==> src/rtl/voice_allocator_if.sv <==
// Command and status bundle between a note source (master) and the voice allocator (slave).
interface voice_allocator_if;
    logic       i_note_on;
    logic       i_note_off;
    logic [6:0] i_note;
    logic [7:0] i_velocity;
    logic [7:0] i_prepped;
    logic       o_cmd_ready;
    logic [7:0] o_go;
    logic [7:0] o_release;
    logic [7:0] o_active;
    logic [7:0] o_vel_out;
    logic       o_stole;
    logic       o_dropped;

    modport master (
        output i_note_on, i_note_off, i_note, i_velocity, i_prepped,
        input  o_cmd_ready, o_go, o_release, o_active, o_vel_out, o_stole, o_dropped
    );

    modport slave (
        input  i_note_on, i_note_off, i_note, i_velocity, i_prepped,
        output o_cmd_ready, o_go, o_release, o_active, o_vel_out, o_stole, o_dropped
    );
endinterface

==> src/rtl/voice_allocator.sv <==
// Eight-voice note allocator: lowest free voice first, otherwise steal the oldest
// active voice and wait (bounded) for it to report prepped before issuing go.
module voice_allocator #(
    parameter bit          STEAL_EN     = 1'b1,
    parameter int unsigned PREP_TIMEOUT = 1023
) (
    input logic              clk,
    input logic              reset,
    voice_allocator_if.slave bus
);
    localparam int unsigned NV = 8;
    localparam int unsigned VW = 3;
    localparam int unsigned NW = 7;
    localparam int unsigned AW = 3;
    localparam int unsigned CW = 10;
    localparam int unsigned TW = CW + 1;
    localparam logic [AW-1:0] AGE_MAX = '1;

    typedef enum logic [1:0] {IDLE, ALLOC, WAIT_PREP, ISSUE} state_t;

    state_t        r_state;
    logic [NW-1:0] r_note;
    logic [7:0]    r_vel;
    logic [VW-1:0] r_voice;
    logic [CW-1:0] r_cnt;
    logic [NW-1:0] r_tag [NV];
    logic [AW-1:0] r_age [NV];
    logic          r_cmd_ready;
    logic [NV-1:0] r_go;
    logic [NV-1:0] r_release;
    logic [NV-1:0] r_active;
    logic [7:0]    r_vel_out;
    logic          r_stole;
    logic          r_dropped;

    logic [NV-1:0] w_free;
    logic [NV-1:0] w_match;
    logic          w_has_free;
    logic          w_has_active;
    logic          w_issue;
    logic          w_timeout;
    logic [VW-1:0] w_free_idx;
    logic [VW-1:0] w_steal_idx;
    logic [VW-1:0] w_issue_idx;
    logic [AW-1:0] w_best_age;

    assign w_free = bus.i_prepped & ~r_active;

    // Lowest-index free voice.
    always_comb begin : free_pick
        w_has_free = 1'b0;
        w_free_idx = '0;
        for (int i = int'(NV) - 1; i >= 0; i--) begin
            if (w_free[i]) begin
                w_has_free = 1'b1;
                w_free_idx = VW'(i);
            end
        end
    end

    // Oldest active voice; strict '>' keeps the lowest index on ties.
    always_comb begin : steal_pick
        w_has_active = 1'b0;
        w_steal_idx  = '0;
        w_best_age   = '0;
        for (int i = 0; i < int'(NV); i++) begin
            if (r_active[i] && (!w_has_active || (r_age[i] > w_best_age))) begin
                w_has_active = 1'b1;
                w_steal_idx  = VW'(i);
                w_best_age   = r_age[i];
            end
        end
    end

    always_comb begin : tag_match
        w_match = '0;
        for (int i = 0; i < int'(NV); i++) begin
            w_match[i] = r_active[i] && (r_tag[i] == bus.i_note);
        end
    end

    assign w_issue     = ((r_state == ALLOC) && w_has_free) ||
                         ((r_state == WAIT_PREP) && bus.i_prepped[r_voice]);
    assign w_issue_idx = (r_state == ALLOC) ? w_free_idx : r_voice;
    assign w_timeout   = (TW'(r_cnt) + TW'(1)) == TW'(PREP_TIMEOUT);

    always_ff @(posedge clk or negedge reset) begin
        if (!reset) begin
            r_state     <= IDLE;
            r_note      <= '0;
            r_vel       <= '0;
            r_voice     <= '0;
            r_cnt       <= '0;
            r_cmd_ready <= 1'b1;
            r_go        <= '0;
            r_release   <= '0;
            r_active    <= '0;
            r_vel_out   <= '0;
            r_stole     <= 1'b0;
            r_dropped   <= 1'b0;
            for (int i = 0; i < int'(NV); i++) begin
                r_tag[i] <= '0;
                r_age[i] <= '0;
            end
        end else begin
            r_go      <= '0;
            r_release <= '0;
            r_stole   <= 1'b0;
            r_dropped <= 1'b0;
            case (r_state)
                IDLE: begin
                    // note_off is resolved first so a same-cycle note_on sees the freed voices
                    if (bus.i_note_off) begin
                        r_release <= w_match;
                        r_active  <= r_active & ~w_match;
                    end
                    if (bus.i_note_on) begin
                        r_note      <= bus.i_note;
                        r_vel       <= bus.i_velocity;
                        r_state     <= ALLOC;
                        r_cmd_ready <= 1'b0;
                    end
                end
                ALLOC: begin
                    if (w_has_free) begin
                        r_state <= ISSUE;
                    end else if (STEAL_EN && w_has_active) begin
                        r_voice              <= w_steal_idx;
                        r_cnt                <= '0;
                        r_release            <= NV'(1) << w_steal_idx;
                        r_active[w_steal_idx] <= 1'b0;
                        r_stole              <= 1'b1;
                        r_state              <= WAIT_PREP;
                    end else begin
                        r_dropped   <= 1'b1;
                        r_state     <= IDLE;
                        r_cmd_ready <= 1'b1;
                    end
                end
                WAIT_PREP: begin
                    if (bus.i_prepped[r_voice]) begin
                        r_state <= ISSUE;
                    end else if (w_timeout) begin
                        r_dropped   <= 1'b1;
                        r_state     <= IDLE;
                        r_cmd_ready <= 1'b1;
                    end else begin
                        r_cnt <= r_cnt + CW'(1);
                    end
                end
                ISSUE: begin
                    r_state     <= IDLE;
                    r_cmd_ready <= 1'b1;
                end
                default: begin
                    r_state     <= IDLE;
                    r_cmd_ready <= 1'b1;
                end
            endcase

            // Issue actions land together so go, active and vel_out are visible in the ISSUE cycle.
            if (w_issue) begin
                r_go                 <= NV'(1) << w_issue_idx;
                r_active[w_issue_idx] <= 1'b1;
                r_tag[w_issue_idx]    <= r_note;
                r_vel_out            <= r_vel;
                r_voice              <= w_issue_idx;
                for (int i = 0; i < int'(NV); i++) begin
                    if (VW'(i) == w_issue_idx) begin
                        r_age[i] <= '0;
                    end else if (r_active[i] && (r_age[i] != AGE_MAX)) begin
                        r_age[i] <= r_age[i] + AW'(1);
                    end
                end
            end
        end
    end

    assign bus.o_cmd_ready = r_cmd_ready;
    assign bus.o_go        = r_go;
    assign bus.o_release   = r_release;
    assign bus.o_active    = r_active;
    assign bus.o_vel_out   = r_vel_out;
    assign bus.o_stole     = r_stole;
    assign bus.o_dropped   = r_dropped;
endmodule

==> src/flat_wrapper.sv <==
// flat-port wrapper written by rule: the top's interface ports become plain ports
module voice_allocator_flat 
#(
    parameter bit          STEAL_EN     = 1'b1,
    parameter int unsigned PREP_TIMEOUT = 1023
)
  (clk, reset, bus_i_note_on, bus_i_note_off, bus_i_note, bus_i_velocity, bus_i_prepped, bus_o_cmd_ready, bus_o_go, bus_o_release, bus_o_active, bus_o_vel_out, bus_o_stole, bus_o_dropped);
  voice_allocator_if bus_i ();
  input logic clk;
  input logic reset;
  input wire logic [$bits(bus_i.i_note_on)-1:0] bus_i_note_on;
  input wire logic [$bits(bus_i.i_note_off)-1:0] bus_i_note_off;
  input wire logic [$bits(bus_i.i_note)-1:0] bus_i_note;
  input wire logic [$bits(bus_i.i_velocity)-1:0] bus_i_velocity;
  input wire logic [$bits(bus_i.i_prepped)-1:0] bus_i_prepped;
  output wire logic [$bits(bus_i.o_cmd_ready)-1:0] bus_o_cmd_ready;
  output wire logic [$bits(bus_i.o_go)-1:0] bus_o_go;
  output wire logic [$bits(bus_i.o_release)-1:0] bus_o_release;
  output wire logic [$bits(bus_i.o_active)-1:0] bus_o_active;
  output wire logic [$bits(bus_i.o_vel_out)-1:0] bus_o_vel_out;
  output wire logic [$bits(bus_i.o_stole)-1:0] bus_o_stole;
  output wire logic [$bits(bus_i.o_dropped)-1:0] bus_o_dropped;
  assign bus_i.i_note_on = bus_i_note_on;
  assign bus_i.i_note_off = bus_i_note_off;
  assign bus_i.i_note = bus_i_note;
  assign bus_i.i_velocity = bus_i_velocity;
  assign bus_i.i_prepped = bus_i_prepped;
  assign bus_o_cmd_ready = bus_i.o_cmd_ready;
  assign bus_o_go = bus_i.o_go;
  assign bus_o_release = bus_i.o_release;
  assign bus_o_active = bus_i.o_active;
  assign bus_o_vel_out = bus_i.o_vel_out;
  assign bus_o_stole = bus_i.o_stole;
  assign bus_o_dropped = bus_i.o_dropped;
  voice_allocator #(.STEAL_EN(STEAL_EN), .PREP_TIMEOUT(PREP_TIMEOUT)) u_core (.clk(clk), .reset(reset), .bus(bus_i));
endmodule
==> config.mk <==
export PLATFORM = sky130hd
export DESIGN_NAME = voice_allocator_flat
export DESIGN_NICKNAME = d
export VERILOG_FILES = /design/src/rtl/voice_allocator_if.sv /design/src/rtl/voice_allocator.sv /design/src/flat_wrapper.sv
export SDC_FILE = /design/constraint.sdc
export NUM_CORES = 1
export LEC_CHECK = 0
export ABC_AREA = 1
export CELL_PAD_IN_SITES_DETAIL_PLACEMENT = 1
export CELL_PAD_IN_SITES_GLOBAL_PLACEMENT = 1
export CORE_UTILIZATION = 40
export CTS_BUF_LIST = sky130_fd_sc_hd__clkbuf_4 sky130_fd_sc_hd__clkbuf_8 sky130_fd_sc_hd__clkbuf_16
export DETAILED_ROUTE_END_ITERATION = 16
export HOLD_SLACK_MARGIN = 0.12
export PLACE_DENSITY_LB_ADDON = 0.25
export SETUP_SLACK_MARGIN = 0.05
export SLEW_MARGIN = 20
export SYNTH_ARGS = -nofsm -noshare
export SYNTH_HDL_FRONTEND = slang
export SYNTH_SLANG_ARGS = --single-unit
==> constraint.sdc <==
create_clock -name clk -period 24.9 [get_ports clk]
set_clock_uncertainty 0.2 [all_clocks]
set_input_delay 2.49 -clock clk [delete_from_list [all_inputs] [get_ports clk]]
set_output_delay 2.49 -clock clk [all_outputs]
set_load 0.02 [all_outputs]
==> results of run 1 <==
[worst min-delay path, delay by kind of cell, from the launching register on]
kind          cells  cell delay [ns]
flops             1             0.37
simple gates      2             0.09
[report_power, final]
group	switching, µW	internal [µW]	leakage [µW]	total (µW)
sequential	71.0	317	0.00189	388
combinational	531	276	0.00274	807
clock	111	136	0.000269	247
[final cells by class]
class | instances | area [µm²]
sequential | 145 | 3630
fill | 2484 | 10700
clock buffer | 20 | 460.4
inverter | 111 | 421.7
clock inverter | 12 | 100.1
timing repair buffer | 64 | 634.4
tap | 270 | 337.8
multi-input combinational | 760 | 4215
[registers in the layout, indices dropped and copies added (netlist names), 8 cells and up]
register	flops
u_core.bus.o_active	8
u_core.bus.o_go	8
u_core.bus.o_release	8
u_core.bus.o_vel_out	8
u_core.r_age	24
u_core.r_cnt	10
u_core.r_tag	56
u_core.r_vel	8
[layer usage]
metal  part of all wire (%)  vias to the layer above
li1                       -                     3562
met2                     47                      123
met3                    2.7                       33
met4                    2.0                        0
met5                      0                        -
met1                     48                     3651
[Yosys cell counts, types with 3 or more instances]
master    instances  area, µm²
nor2_4            3      33.78
nor2_1           38      142.6
nor4_1            6      37.54
ha_1             42      525.5
inv_1            86      322.8
o21ai_1          56      280.3
dfrtp_1         144       3603
nand4_1          19      118.9
mux2_2            8      90.09
nand3_4           7      122.6
o21ai_2          11      96.34
inv_2            19      71.32
xor2_1           23      201.4
o21ai_0          39      195.2
nand2_1         301       1130
clkbuf_1         10      37.54
nor3_1           11      55.05
o22ai_1           8      50.05
and2_1            6      37.54
nor2_2            3      18.77
nand2_2          16      100.1
clkinv_1          4      15.01
buf_6             5      56.30
nand3b_1          4      30.03
nand3_1         101      505.5
a21oi_1          22      110.1
buf_2            10      50.05
o21ai_4           3      48.80
or2_2            12      75.07
[cell usage in the layout (no fill, tap or decap), types with 2 or more instances in the layout]
master / instances
o22ai_1: 8
nand3b_1: 4
nand4_1: 19
buf_4: 3
nor4_1: 6
inv_2: 19
clkinv_4: 3
clkinvlp_4: 3
o21ai_4: 3
nand2_1: 301
or2_2: 12
clkinv_1: 4
ha_1: 42
nand3_1: 101
clkbuf_16: 17
o221ai_1: 2
inv_1: 86
o21ai_0: 39
nor2_1: 38
inv_6: 4
o21ai_2: 11
nor3_1: 11
nand2_4: 2
o21ai_1: 56
xor2_1: 23
dfrtp_1: 144
mux2_2: 8
nand2_2: 16
clkdlybuf4s50_1: 60
and2_1: 6
nand3_2: 2
clkbuf_8: 2
inv_4: 2
nor2_4: 3
xnor2_1: 2
nand3_4: 7
a21oi_1: 22
nor2_2: 3
[worst max-delay path by stage]
| stage | cells past startpoint | slack, ns | from | end |
|---|---|---|---|---|
| finish | 61 | 15.42 | u_core.bus.o_active[0] | u_core.bus.o_active[0] |
| global route | 61 | 14.42 | u_core.bus.o_active[0] | u_core.bus.o_active[0] |
| CTS | 61 | 15.56 | u_core.bus.o_active[0] | u_core.bus.o_active[0] |
| detailed placement | 61 | 15.66 | u_core.bus.o_active[0] | u_core.bus.o_active[0] |
| global placement | 61 | 16.14 | u_core.bus.o_active[0] | u_core.bus.o_active[0] |
| floorplan | 63 | 16.83 | u_core.bus.o_active[0] | u_core.bus.o_active[0] |
[per-stage QoR]
stage | hold WS [ns] | total power, µW
detailed placement | 0.2555 | 1189
CTS | 0.2650 | 1445
floorplan | 0.2436 | 967.0
finish | 0.2612 | 1442
global route | 0.3057 | 1571
global placement | 0.2499 | 1153
[logic make-up (layout without fill, tap and decap cells)]
kind of cell	after synthesis	after routing
compound gates	150	150
xor+xnor	25	25
fa+ha+maj	42	42
buf+inv	142	207
flops	145	145
mux	8	8
simple gates	535	535
==> results.cfg, run 1 <==
[timing]
drv_slew = 0
period_minus_slack_ns = 9.483
finalCritPeriodShare_pct = 38.09
relSlewSlack_pct = 30.96
hold_viol_final = 0
rsz0062_at_grt = no
finalWorstSetupSlack_ns = 15.42
fin_tns_setup_ns = 0
setup_viol = 0
worst_pin_slew_ns = 1.036
fmax_mhz = 105.4

[synth]
syn_area_um2 = 8468
yosysSeqAreaShare_pct = 42.86
synth_nets = 1116
ys_warn_count = 0
synth_xor_area_share_pct = 2.586
ys_seq_elements = 145
synthSimpleGateAreaFrac_pct = 29.58
synth_top_family_by_area = simple AND/OR/NAND/NOR gates
synth_edf_count = 0
netlist_instances = 1047
synth_fa_ha_area_share_pct = 6.206
avgSynthCellArea_um2 = 8.088
ys_types = 52
synth_compound_area_share_pct = 10.34
synthFlopType = dfrtp_1
muxShareOfSynthArea_pct = 1.064
synthArstFlopShare_pct = 100.0

[setup_path]
critPathMaxStageDelay_ns = 0.61
crit_slowest_cell = dfrtp_1
path_buf_inv = 1
rr_worst_depth = 61
crit_arrival_ns = 9.61
crit_fanout = 12
startpoint_type = register
worst-setup-path-type = register to register
critPathTopFamily = simple AND/OR/NAND/NOR gates
r2r_slack_ns = 15.42
cp-end-kind = register
critPathRequiredTime_ns = 25.02
worst_path_most_repeated_cell = nand2_1
reg2reg_to = u_core.bus.o_active[0]
r2r_start = u_core.bus.o_active[0]

[clocking]
holdBufCountCts = 0
root_buffer = clkbuf_16
cts.repair.resized = 0
cts_tree = done
clock_latency_ns = 0.43
cts_setup_buffers = 0
cts.htree.levels = 4
clockBufferDepth = 2
clkTransAtPathRegs_ns = 0.06
numCtsBuffers = 17
clock_sinks = 145

[detailed_routing]
drtIter0Drc = 422
vias = 7369
viasPerCell = 5.332
wire_per_inst_um = 18.03
routed_wl_mm = 24.91
drc = 0
drtAntennaViolNets = 0
drtPass1Iterations = 4

[min_path]
whs_endpoint = u_core.bus.o_cmd_ready
worstHoldPathCells = 2
hp-start = u_core.bus.o_cmd_ready
hold_path.class = register to register

[floorplanning]
core_area_um2 = 20490
design.die.area_um2 = 21760
dieWidth_um = 147.5
dieHeight_um = 147.5
initial_utilization_pct = 41.32
num_rows = 52
ios = 62

[global_route]
overflow = 0
grt.busiest_layer = met2
met3_usage_pct = 3.735
first_global_vias = 7602
grt_usage_pct = 24.35
use_met2_pct = 39.74
grt_max_degree = 76
antenna_found_initial = 0
met1_usage_pct = 33.19
grt_pass1_wl_mm = 41.03

[layout]
utilization_pct = 47.81
drive_above_1_share_pct = 11.78
fin_nets = 1168
antenna_cells = 0
instances_no_fill = 1382
fin_area_um2 = 9799
area_growth_pct = 15.72

[placed_design]
dpl_worst_slack_ns = 15.66
finalWeightedCongestion = 0.8900
dp_hpwl_mm = 18.12
placed_cell_area_um2 = 9239
io_buffers = 61
placed_cells = 1350

[power]
ir_worst_vdd_uv = 58.83
leakagePower_uw = 0.004907
p_per_area_nw_per_um2 = 147.2

[job]
drv_cap = 0

[status]
outcome = finished, final reports clean
No activity file was read; power rests on OpenSTA's default activity.
==> inputs of run 2 (changes only) <==
clock period = 9.45 ns   (was 24.9 ns; I/O delays follow)
==> run 2 against run 1 <==
  * Critical path depth unchanged
  * Maximum frequency increased by 10%
  * Highest routed layer unchanged
  * Power increased to 2.6 times the previous value
  * Sequential power increased to 2.6 times the previous value
  * Clock power increased to 2.8 times the previous value
  * Critical endpoint unchanged
  * Setup slack got worse by 15 ns
==> results.cfg, run 2 (synthesized netlist as in run 1, its figures left out) <==
[layout]
area_growth_pct = 16.46
utilization_pct = 48.12
fin_area_um2 = 9862
drive_above_1_share_pct = 12.38
num-fill-cells = 2527
fin_nets = 1171
mostFrequentLayoutCells = nand2_1, dfrtp_1, nand3_1
largest_reg_flops = 56
final_common_cell = nand2_1
instances_no_fill = 1385
top_regs = u_core.r_tag x56, u_core.r_age x24, u_core.r_cnt x10
multi_input_area_um2 = 4229
antenna_cells = 0
top_register = u_core.r_tag
ff_latch_area_um2 = 3631

[power]
ir_worst_vdd_uv = 151.4
p_per_area_nw_per_um2 = 386.5
leakagePower_uw = 0.004939

[floorplanning]
initial_utilization_pct = 41.32
dieWidth_um = 147.5
ios = 62
design.die.area_um2 = 21760
num_rows = 52
dieHeight_um = 147.5
core_area_um2 = 20490

[setup_path]
worst-setup-path-type = register to register
crit_slowest_cell = dfrtp_2
startpoint_type = register
r2r_slack_ns = 0.83
crit_fanout = 10
cp-end-kind = register
crit_arrival_ns = 8.73
critPathMaxStageDelay_ns = 0.43
worst_path_most_repeated_cell = nand2_1
critPathRequiredTime_ns = 9.56

[timing]
finalCritPeriodShare_pct = 91.18
hold_viol_final = 0
finalWorstSetupSlack_ns = 0.8330
fin_tns_setup_ns = 0
period_minus_slack_ns = 8.617
drv_slew = 0
rsz0062_at_grt = no
relSlewSlack_pct = 31.90
fmax_mhz = 116.1
setup_viol = 0
worst_pin_slew_ns = 1.019

[placed_design]
finalWeightedCongestion = 0.8301
dp_hpwl_mm = 17.87
placed_cells = 1349
dpl_worst_slack_ns = 0.2718
io_buffers = 61
placed_cell_area_um2 = 9231

[global_route]
antenna_found_initial = 0
met1_usage_pct = 31.24
use_met2_pct = 40.94
overflow = 0
grt_pass1_wl_mm = 40.03
grt_usage_pct = 23.84
grt.busiest_layer = met2
first_global_vias = 7554
grt_max_degree = 76
met3_usage_pct = 3.765

[clocking]
clkTransAtPathRegs_ns = 0.07
clock_latency_ns = 0.43
clockBufferDepth = 2
clock_sinks = 145
numCtsBuffers = 17
cts.htree.levels = 4
cts_tree = done
root_buffer = clkbuf_16

[detailed_routing]
drc = 0
drtAntennaViolNets = 0
drtPass1Iterations = 5
wire_per_inst_um = 17.55
routed_wl_mm = 24.31
drtIter0Drc = 346
vias = 7273
viasPerCell = 5.251

[job]
drv_cap = 0

[status]
outcome = finished, final reports clean

[min_path]
hold_path.class = register to register
==> run 2: final timing paths <==
path,from,to,cells past startpoint
worst min register to register,u_core.bus.o_cmd_ready,u_core.bus.o_cmd_ready,2
max in group asynchronous,reset,u_core.bus.o_active[0],2
min in group asynchronous,reset,u_core.r_cnt[5],1
worst max-delay path,u_core.bus.o_active[0],u_core.bus.o_active[0],61
worst max register to register,u_core.bus.o_active[0],u_core.bus.o_active[0],61
worst min-delay path,u_core.bus.o_cmd_ready,u_core.bus.o_cmd_ready,2
==> run 2: per-layer routing <==
metal	share of wire, %	up-vias	routed length, µm
met1	47	3570	11380
met2	49	121	11790
li1	-	3563	-
met5	0	-	0
met3	3.3	19	799
met4	1.4	0	335
==> run 2: timing repair <==
action                     4_1_cts  5_1_grt
buffers inserted                 0        4
hold buffers                     0        0
resized for setup                0        5
setup endpoints to repair        0       18
==> run 2: power breakdown <==
group          total (µW)  leakage [µW]  switching (µW)  internal [µW]
clock network         683      0.000287             308            375
logic                2110       0.00276            1370            738
registers            1020       0.00189             182            836
==> run 2: layout make-up <==
type,count,share of cell area (%)
Timing Repair Buffer,67,6.661
Clock buffer,17,4.314
Sequential cell,145,36.82
Inverter,111,4.276
Clock inverter,15,1.624
Tap cell,270,3.426
Multi-Input combinational cell,760,42.88
==> run 2: critical path: cells and delay by family, from the launching register on <==
family | cells | cell delay, ns
DFF | 1 | 0.43
and+or+nand+nor | 46 | 4.90
buffers and inverters | 1 | 0.05
adders and majority gates | 7 | 2.00
AOI/OAI and AO/OA | 7 | 0.92
==> run 2: through the flow <==
stage               hold slack [ns]  total power, µW
finish                       0.2641             3812
global route                 0.2987             4162
CTS                          0.2669             3810
detailed placement           0.2565             3107
global placement             0.2499             3031
floorplan                    0.2436             2548
==> patch (config.mk and constraints of run 2) <==
The localparam `VW` goes from 3 to 5.
--- a/src/rtl/voice_allocator.sv
+++ b/src/rtl/voice_allocator.sv
@@ -11,3 +11,3 @@
     localparam int unsigned NV = 8;
-    localparam int unsigned VW = 3;
+    localparam int unsigned VW = 5;
     localparam int unsigned NW = 7;
Behaviour: same outputs for any inputs over 4 cycles, from zero or initial values and one cycle with reset low; that may be too few to reach the edited logic, so the function may still have changed.
==> patch against run 2 <==
  * Global-route usage down 0.11 points
  * Routed wire length grew 1.6%
  * Cell area grew 1.7%
  * Synthesized area is 1.9% higher
  * Die area grew 1.9%
  * Setup slack improved by 65 ps
  * Core utilization down 0.55 points
  * Power up 1.3%
  * Sequential cell count grew 2
  * Largest power group unchanged
==> patch: results <==
status:
  outcome: "completed"
route:
  via_per_inst: 5.21
  drt-initial-drc-count: 330
  wire_per_inst_um: 17.8
synthesis:
  yosys-mux-area-fraction: 0.0104
  yosysSeqAreaShare: 0.426
  yosysMostFrequentCell: "nand2_1"
  synth-compound-area-share: 0.100
  syn_nets: 1109
  synth_top_cells_by_count: "302 x nand2_1, 146 x dfrtp_1, 106 x nand3_1"
  synth_area_leaders: "dfrtp_1 42%, nand2_1 13%, nand3_1 6.1%, ha_1 6.1%, inv_1 4.0%"
  synth_cell_types: 53
  synthAdderAreaFrac: 0.0609
  async_flop_share: 1.00
  synth-xor-area-share: 0.0386
  syn_area_per_cell_um2: 8.30
place:
  dpl.cell_count: 1348
  dp_hpwl_um: 17600
  place_ws_ps: 126
  placed_cell_area_mm2: 0.00939
  gp_congestion: 0.813
layout:
  fillers: 2554
  fin_nets: 1166
  drive_above_1_share: 0.131
grt:
  grt_start_max_net_pins: 92
  grt-ovfl-total: 0
  grt_pass1_wl_um: 40300
  grt_use_total: 0.237
  grt_pass1_vias: 7446
setup_path:
  slowest_stage: "dfrtp_2"
  rr_worst_depth: 60
  slowest_delay_ps: 420
  reg2reg_setup_slack_ps: 900
  cp_max_fo: 8
  cp.arrival_ps: 8630
  endpoint: "u_core.bus.o_release[6]"
sta:
  hold_ws_ps: 265
  slew_headroom: 0.325
patch: cell count changes in the layout (fill, tap and decap cells not counted), moves of 5 or more:
cell	run 2	this run
o21ai_0	39	31
o21ai_2	11	25
o211ai_1	1	7
inv_2	19	11
xor2_1	23	29
o22ai_1	8	1
xnor2_1	2	9
nand4_1	19	13
o21ai_1	56	41
nand3_2	2	7
nand2_2	19	6
patch: routing by layer:
| metal | wire [um] | global-route usage |
|---|---|---|
| met5 | 0 | 0 |
| met3 | 727 | 0.0339 |
| met2 | 11700 | 0.388 |
| met4 | 366 | 0.0709 |
| met1 | 11900 | 0.325 |
patch: worst reg2reg max path, delay by kind of cell (launching register included):
| family | cells | cell delay, ps |
|---|---|---|
| adder cells (fa/ha/maj) | 7 | 2070 |
| flip-flops | 1 | 420 |
| AO/OA/AOI/OAI | 12 | 1670 |
| buffers and inverters | 4 | 310 |
| AND/OR/NAND/NOR | 37 | 3710 |
patch: area by class of cell:
type,instances,area (um^2),area share
tap,275,344,0.0343
sequential,147,3680,0.367
inverter,106,414,0.0413
multi-input combinational,758,4370,0.436
clock inverter,13,115,0.0115
timing repair buffer,67,657,0.0655
clock buffer,19,447,0.0445
patch: timing repair:
| item | 4_1_cts | 5_1_grt |
|---|---|---|
| gates resized for setup | 0 | 16 |
| setup buffers | 0 | 5 |
| hold buffers | 0 | 0 |
| endpoints found under the setup margin | 0 | 19 |
patch: logic make-up after synthesis:
family | Yosys count
AOI/OAI and AO/OA | 139
xor gates and xnor gates | 38
DFF | 147
adders and majority gates | 42
and+or+nand+nor | 531
muxes | 8
buffers and inverters | 135
patch: report_power, final:
group          switching (W)  internal, W  leakage (nW)
Clock               0.000298     0.000354         0.272
Combinational        0.00141     0.000762          2.79
Sequential          0.000195     0.000847          1.92
